**config.mk**
```make
export PLATFORM = sky130hd
export DESIGN_NAME = vdp_dot_timing
export DESIGN_NICKNAME = d
export VERILOG_FILES = /design/src/rtl/vdp_dot_timing.sv
export SDC_FILE = /design/constraint.sdc
export NUM_CORES = 1
export LEC_CHECK = 0
export BUFFER_PORTS_ARGS = -buffer_cell sky130_fd_sc_hd__buf_2
export CAP_MARGIN = 20
export CORE_MARGIN = 4
export CORE_UTILIZATION = 57
export CTS_CLUSTER_SIZE = 10
export DETAILED_ROUTE_END_ITERATION = 10
export PLACE_DENSITY = 0.82
export SLEW_MARGIN = 25
export SYNTH_ARGS = -nofsm -noshare
export SYNTH_HDL_FRONTEND = slang
export SYNTH_SLANG_ARGS = --single-unit
```
**constraint.sdc**
```tcl
create_clock -name CLK21M -period 3.6 [get_ports CLK21M]
set_clock_uncertainty 0.1 [all_clocks]
set_input_delay 0.36 -clock CLK21M [delete_from_list [all_inputs] [get_ports CLK21M]]
set_output_delay 0.36 -clock CLK21M [all_outputs]
set_load 0.02 [all_outputs]
```
**src/rtl/vdp_dot_timing.sv**
```systemverilog
// vdp_dot_timing: master dot/line/frame timing for the VDP pixel pipelines.
// Generates the 4-phase dot clock state, the 8-dot slot phase, the X/Y dot
// counters, the vertical display window, sync strobes and the interlace field.
// Display-mode bits are latched only on a frame wrap.
module vdp_dot_timing #(
    parameter logic [8:0] X_FIRST       = 9'h1F8,
    parameter logic [8:0] X_LAST        = 9'd341,
    parameter logic [8:0] Y_LAST_NTSC   = 9'd261,
    parameter logic [8:0] Y_LAST_PAL    = 9'd312,
    parameter logic [8:0] HSYNC_DOTS    = 9'd25,
    parameter logic [8:0] VS_START_NTSC = 9'd234,
    parameter logic [8:0] VS_START_PAL  = 9'd259,
    parameter logic [8:0] VS_LINES      = 9'd3,
    parameter logic [8:0] ACT_LINES_LN0 = 9'd192,
    parameter logic [8:0] ACT_LINES_LN1 = 9'd212
) (
    input  logic       CLK21M,
    input  logic       RESET,
    input  logic       REG_R9_PAL_MODE,
    input  logic       REG_R9_LN,
    input  logic       REG_R9_INTERLACE,
    output logic [1:0] DOTSTATE,
    output logic [2:0] EIGHTDOTSTATE,
    output logic [8:0] DOTCOUNTERX,
    output logic [8:0] DOTCOUNTERYP,
    output logic       BWINDOW_Y,
    output logic       HSYNC_N,
    output logic       VSYNC_N,
    output logic       FIELD,
    output logic       LINE_START,
    output logic       FRAME_START
);

    // Dot phase sequence 00 -> 01 -> 11 -> 10 (Gray order).
    typedef enum logic [1:0] {
        DS_P0 = 2'b00,
        DS_P1 = 2'b01,
        DS_P2 = 2'b11,
        DS_P3 = 2'b10
    } dot_phase_t;

    dot_phase_t r_phase;
    dot_phase_t w_phase_next;

    logic       w_x_step;
    logic       w_eight_load;

    logic [2:0] r_eight;
    logic [8:0] r_x;
    logic [8:0] r_y;
    logic       r_bwin;
    logic       r_hs_n;
    logic       r_vs_n;
    logic       r_field;
    logic       r_pal;
    logic       r_ln;
    logic       r_il;
    logic       r_line_start;
    logic       r_frame_start;

    logic       w_x_at_last;
    logic [8:0] w_x_next;
    logic [8:0] w_x_off;
    logic [8:0] w_x_next_off;
    logic       w_line_wrap;
    logic [8:0] w_ylast;
    logic       w_y_at_last;
    logic       w_frame_wrap;
    logic [8:0] w_y_next;
    logic       w_pal_next;
    logic       w_ln_next;
    logic       w_il_next;
    logic       w_field_next;
    logic [8:0] w_win_lines;
    logic       w_bwin_next;
    logic [8:0] w_vs_start;
    logic [8:0] w_vs_end;
    logic       w_vs_next_n;
    logic       w_hs_next_n;

    // Dot phase state register.
    always_ff @(posedge CLK21M or posedge RESET) begin
        if (RESET) begin
            r_phase <= DS_P0;
        end else begin
            r_phase <= w_phase_next;
        end
    end

    // Dot phase next-state: free-running, no enable.
    always_comb begin
        w_phase_next = DS_P0;
        unique case (r_phase)
            DS_P0: w_phase_next = DS_P1;
            DS_P1: w_phase_next = DS_P2;
            DS_P2: w_phase_next = DS_P3;
            DS_P3: w_phase_next = DS_P0;
            default: w_phase_next = DS_P0;
        endcase
    end

    // Dot phase decode: X steps on phase 11, slot phase loads on phase 10.
    always_comb begin
        DOTSTATE     = r_phase;
        w_x_step     = (r_phase == DS_P2);
        w_eight_load = (r_phase == DS_P3);
    end

    // Horizontal / vertical next-value logic and mode latching.
    always_comb begin
        w_x_at_last  = (r_x == X_LAST);
        w_x_next     = w_x_at_last ? X_FIRST : (r_x + 9'd1);
        w_x_off      = r_x - X_FIRST;
        w_x_next_off = w_x_next - X_FIRST;
        w_hs_next_n  = !(w_x_next_off < HSYNC_DOTS);

        w_line_wrap  = w_x_step && w_x_at_last;
        w_ylast      = (r_pal ? Y_LAST_PAL : Y_LAST_NTSC) + {8'd0, (r_il & r_field)};
        w_y_at_last  = (r_y == w_ylast);
        w_frame_wrap = w_line_wrap && w_y_at_last;
        w_y_next     = w_y_at_last ? '0 : (r_y + 9'd1);

        // Window/VSYNC must use the mode that applies to the line being
        // entered, so a frame wrap sees the freshly latched bits.
        w_pal_next   = w_frame_wrap ? REG_R9_PAL_MODE  : r_pal;
        w_ln_next    = w_frame_wrap ? REG_R9_LN        : r_ln;
        w_il_next    = w_frame_wrap ? REG_R9_INTERLACE : r_il;
        w_field_next = w_frame_wrap ? (REG_R9_INTERLACE & ~r_field) : r_field;

        w_win_lines  = w_ln_next ? ACT_LINES_LN1 : ACT_LINES_LN0;
        w_bwin_next  = (w_y_next < w_win_lines);
        w_vs_start   = w_pal_next ? VS_START_PAL : VS_START_NTSC;
        w_vs_end     = w_vs_start + VS_LINES;
        w_vs_next_n  = !((w_y_next >= w_vs_start) && (w_y_next < w_vs_end));
    end

    // Horizontal counter, slot phase and HSYNC.
    always_ff @(posedge CLK21M or posedge RESET) begin
        if (RESET) begin
            r_x     <= X_FIRST;
            r_eight <= 3'd7;
            r_hs_n  <= 1'b1;
        end else begin
            if (w_x_step) begin
                r_x    <= w_x_next;
                r_hs_n <= w_hs_next_n;
            end
            if (w_eight_load) begin
                r_eight <= w_x_off[2:0];
            end
        end
    end

    // Line counter, vertical window and VSYNC, updated on line wrap.
    always_ff @(posedge CLK21M or posedge RESET) begin
        if (RESET) begin
            r_y    <= '0;
            r_bwin <= 1'b0;
            r_vs_n <= 1'b1;
        end else if (w_line_wrap) begin
            r_y    <= w_y_next;
            r_bwin <= w_bwin_next;
            r_vs_n <= w_vs_next_n;
        end
    end

    // Mode bits and field flag, updated only on frame wrap.
    always_ff @(posedge CLK21M or posedge RESET) begin
        if (RESET) begin
            r_pal   <= 1'b0;
            r_ln    <= 1'b0;
            r_il    <= 1'b0;
            r_field <= 1'b0;
        end else begin
            r_pal   <= w_pal_next;
            r_ln    <= w_ln_next;
            r_il    <= w_il_next;
            r_field <= w_field_next;
        end
    end

    // One-clock line/frame start strobes following each wrap edge.
    always_ff @(posedge CLK21M or posedge RESET) begin
        if (RESET) begin
            r_line_start  <= 1'b0;
            r_frame_start <= 1'b0;
        end else begin
            r_line_start  <= w_line_wrap;
            r_frame_start <= w_frame_wrap;
        end
    end

    // Output mapping.
    always_comb begin
        EIGHTDOTSTATE = r_eight;
        DOTCOUNTERX   = r_x;
        DOTCOUNTERYP  = r_y;
        BWINDOW_Y     = r_bwin;
        HSYNC_N       = r_hs_n;
        VSYNC_N       = r_vs_n;
        FIELD         = r_field;
        LINE_START    = r_line_start;
        FRAME_START   = r_frame_start;
    end

endmodule

```
==> run metrics <==
DR WL/cell 15.0 um; most frequent standard cell in the layout excluding fill and tap cells buf_2; Yosys warning count 0; number of resized instances in the post-cts repair step 0; Row Count 21; maximum fanout encountered on the critical timing path 10; pins over their slew limit 0; count of H-tree levels built during CTS 2; via count around 1,800; count of flip-flops with a built-in enable after synthesis 0; synthesized netlist net count between 200 and 250; CP endpoint VSYNC_N; Post-CTS Setup Repair Bufs 0; Register-to-Register Setup Slack approximately 0.26 ns; standby leakage power 1.11 nW; number of instances in the synthesized netlist 230; number of inserted diodes 0; area of the die 4800 um2; HPWL reported at the end of detailed placement around 3.4 mm; Port-buffer cells 33; signed area change from the synthesized netlist to the final layout 13.6%; number of clock sinks seen by CTS 32; CP Data Arrival Time 3.46 ns; grt ovf 0; Critical R2R Launch DOTCOUNTERX[0]; Final Power between 700 and 800 uW; wl on met1 around 2.2 mm; io pins 34; topmost layer with routed signal wires met4; drt first pass iters 4; violation count after the first detailed-routing iteration 112; Synth top area share ~25%; layout cell share with drive strength beyond 1 26.2%; Synth Register Bits 32; min Tclk post-route approximately 3.3 ns; wire length of the first global-routing pass ~8.0 mm; critical path class reg2reg; clk slew on worst S/H paths ~0.070 ns; outcome finished clean; post-route cell area around 2400 um2; final setup violation count 0; Post-CTS Hold Fix Bufs 0; worst-case reg-to-reg path depth 10; top achievable clock speed between 0.2 and 0.3 GHz; tightest slew margin relative to the limit approximately half; unrepaired setup endpoints after global routing false; pin count of the biggest net entering global routing 33; via count normalized by instance count roughly 6.0; clock insertion delay at the later pin of the skew report around 0.28 ns; sequential element share of the synthesized area a little under two fifths; first element of the critical path DOTCOUNTERX[0]; maximum capacitance violations 0; horizontal extent of the die 69.3 um; placeable core region 3470 um2; Initial Util about 62%; destination of the worst register-to-register timing path VSYNC_N; antenna violations before repair 0; leading area contributor after synthesis dfrtp_1; Die Height 69.3 um; maximum count of clock buffers along a single path 2; crit share post-route about 93%; sort of element at the end of the critical path flip-flop; largest cells by area after synthesis dfrtp_1, dfstp_2, ha_1; power density normalized to cell area about 290 nW/um2; Root Buffer clkbuf_8; number of library cell types mapped by synthesis 52; routability congestion estimate around 0.88; CTS buffer count 5; Setup crit start kind flip-flop; area of the mapped netlist between 2000 and 2500 um2; DRT antenna net count 0; main flop type after synthesis dfrtp_1; TritonCTS clock tree done; all-layer global routing usage 20.3%; Mapped Avg Cell Area slightly above 9 um2; final hold viol count 0; most used cells in the layout excluding fill and tap cells buf_2, nand2_1, dfrtp_1; class of the tightest hold or removal check in2async; met3 wirelength from detailed routing roughly 260 um; share of synthesized flip-flops with an asynchronous set or reset 100%; # DRC 0; vias in the first global route ~1,700; number of inserted filler cells in the final layout approximately 300; critical path data required time 3.71 ns; Final TNS setup 0 ns; count of nets after finishing 277; met2 layer wire length in the routed design roughly 2.0 mm; maximum resistive drop on vdd around 0.23 mV; cell area after placement between 2000 and 2500 um2; wirelength, routed about 4.6 mm; Tightest Pin Transition approximately 0.71 ns
-- cell type report --
type / count / area (um2) / share of cell area (%)
clock inverters: 2 / 35.0 / 1.44
multi-input cells: 174 / 1220 / 50.1
clock buffers: 6 / 72.6 / 2.99
repair buffers: 38 / 203 / 8.34
inverters: 8 / 30.0 / 1.24
flip-flops and latches: 32 / 815 / 33.5
well taps: 46 / 57.6 / 2.37
-- registers in the layout, summed over array words and instances, names as in the netlist, 2 cells and up --
register,count
DOTSTATE,2
DOTCOUNTERYP,9
DOTCOUNTERX,9
EIGHTDOTSTATE,3
-- power by group --
group          internal (mW)  total (mW)  switching (mW)  leakage (nW)
Sequential             0.360       0.360               0         0.382
Combinational        0.00238     0.00991         0.00753         0.671
Clock                  0.205       0.334           0.129        0.0552
Total                  0.568       0.704           0.137          1.11
-- how the worst min path moves through the flow --
stage                      from               to  slack (ns)  depth (start not counted)
floorplan                 RESET        BWINDOW_Y        0.37                          1
global placement    DOTSTATE[0]      DOTSTATE[1]        0.32                          0
detailed placement  DOTSTATE[0]      DOTSTATE[1]        0.33                          0
CTS                       RESET      DOTSTATE[1]        0.06                          3
global route              RESET       LINE_START         0.1                          3
finish                    RESET  DOTCOUNTERYP[0]        0.05                          3
-- cell families (layout without fill, tap and decap cells) --
| group | count (synthesis) | after routing | share of synthesized area (%) |
|---|---|---|---|
| multiplexers | 7 | 7 | 3.57 |
| adder cells (fa/ha/maj) | 13 | 13 | 7.60 |
| AND/OR/NAND/NOR | 91 | 91 | 24.0 |
| XOR/XNOR | 16 | 16 | 6.55 |
| flip-flops | 32 | 32 | 38.1 |
| AO/OA/AOI/OAI | 47 | 47 | 15.2 |
| buffers and inverters | 24 | 54 | 5.03 |
-- cell usage after synthesis (all sizes together) (2+ instances only) --
cell type / n
a211oi: 2
a21oi: 3
a31oi: 3
and2: 5
and3: 4
buf: 7
clkbuf: 9
dfrtp: 21
dfstp: 11
ha: 13
inv: 7
mux2: 5
mux2i: 2
nand2: 27
nand2b: 3
nand3: 13
nand3b: 3
nand4: 5
nand4b: 2
nand4bb: 2
nor2: 14
nor3: 3
nor4b: 2
o211ai: 2
o21ai: 15
o31a: 2
o31ai: 10
or3: 2
xnor2: 11
xor2: 5
-- layer usage --
layer / GRT usage, % / vias to the layer above
met5: 0 / -
met4: 7.81 / 0
met3: 4.49 / 10
met2: 28.8 / 61
met1: 30.0 / 877
li1: - / 884
-- critical path, stage by stage (launching register included) --
cell,delay [ns]
dfrtp_1,0.51
ha_1,0.26
nand4bb_4,0.13
or3_1,0.43
nor3_4,0.37
o21ai_0,0.34
ha_1,0.39
nand4bb_1,0.10
nor4_1,0.24
nand4_1,0.12
mux2_2,0.28
-- metrics by stage --
step / hold slack [ns] / util [%] / std cells / setup slack (ns)
floorplan: 0.368 / - / 230 / 0.437
global placement: 0.325 / 67.0 / 298 / 0.407
detailed placement: 0.333 / 67.0 / 298 / 0.300
CTS: 0.0552 / 70.1 / 306 / 0.285
global route: 0.0997 / 70.1 / 306 / 0.0254
finish: 0.0469 / 70.1 / 306 / 0.256
(Power assumes the default switching activity.)
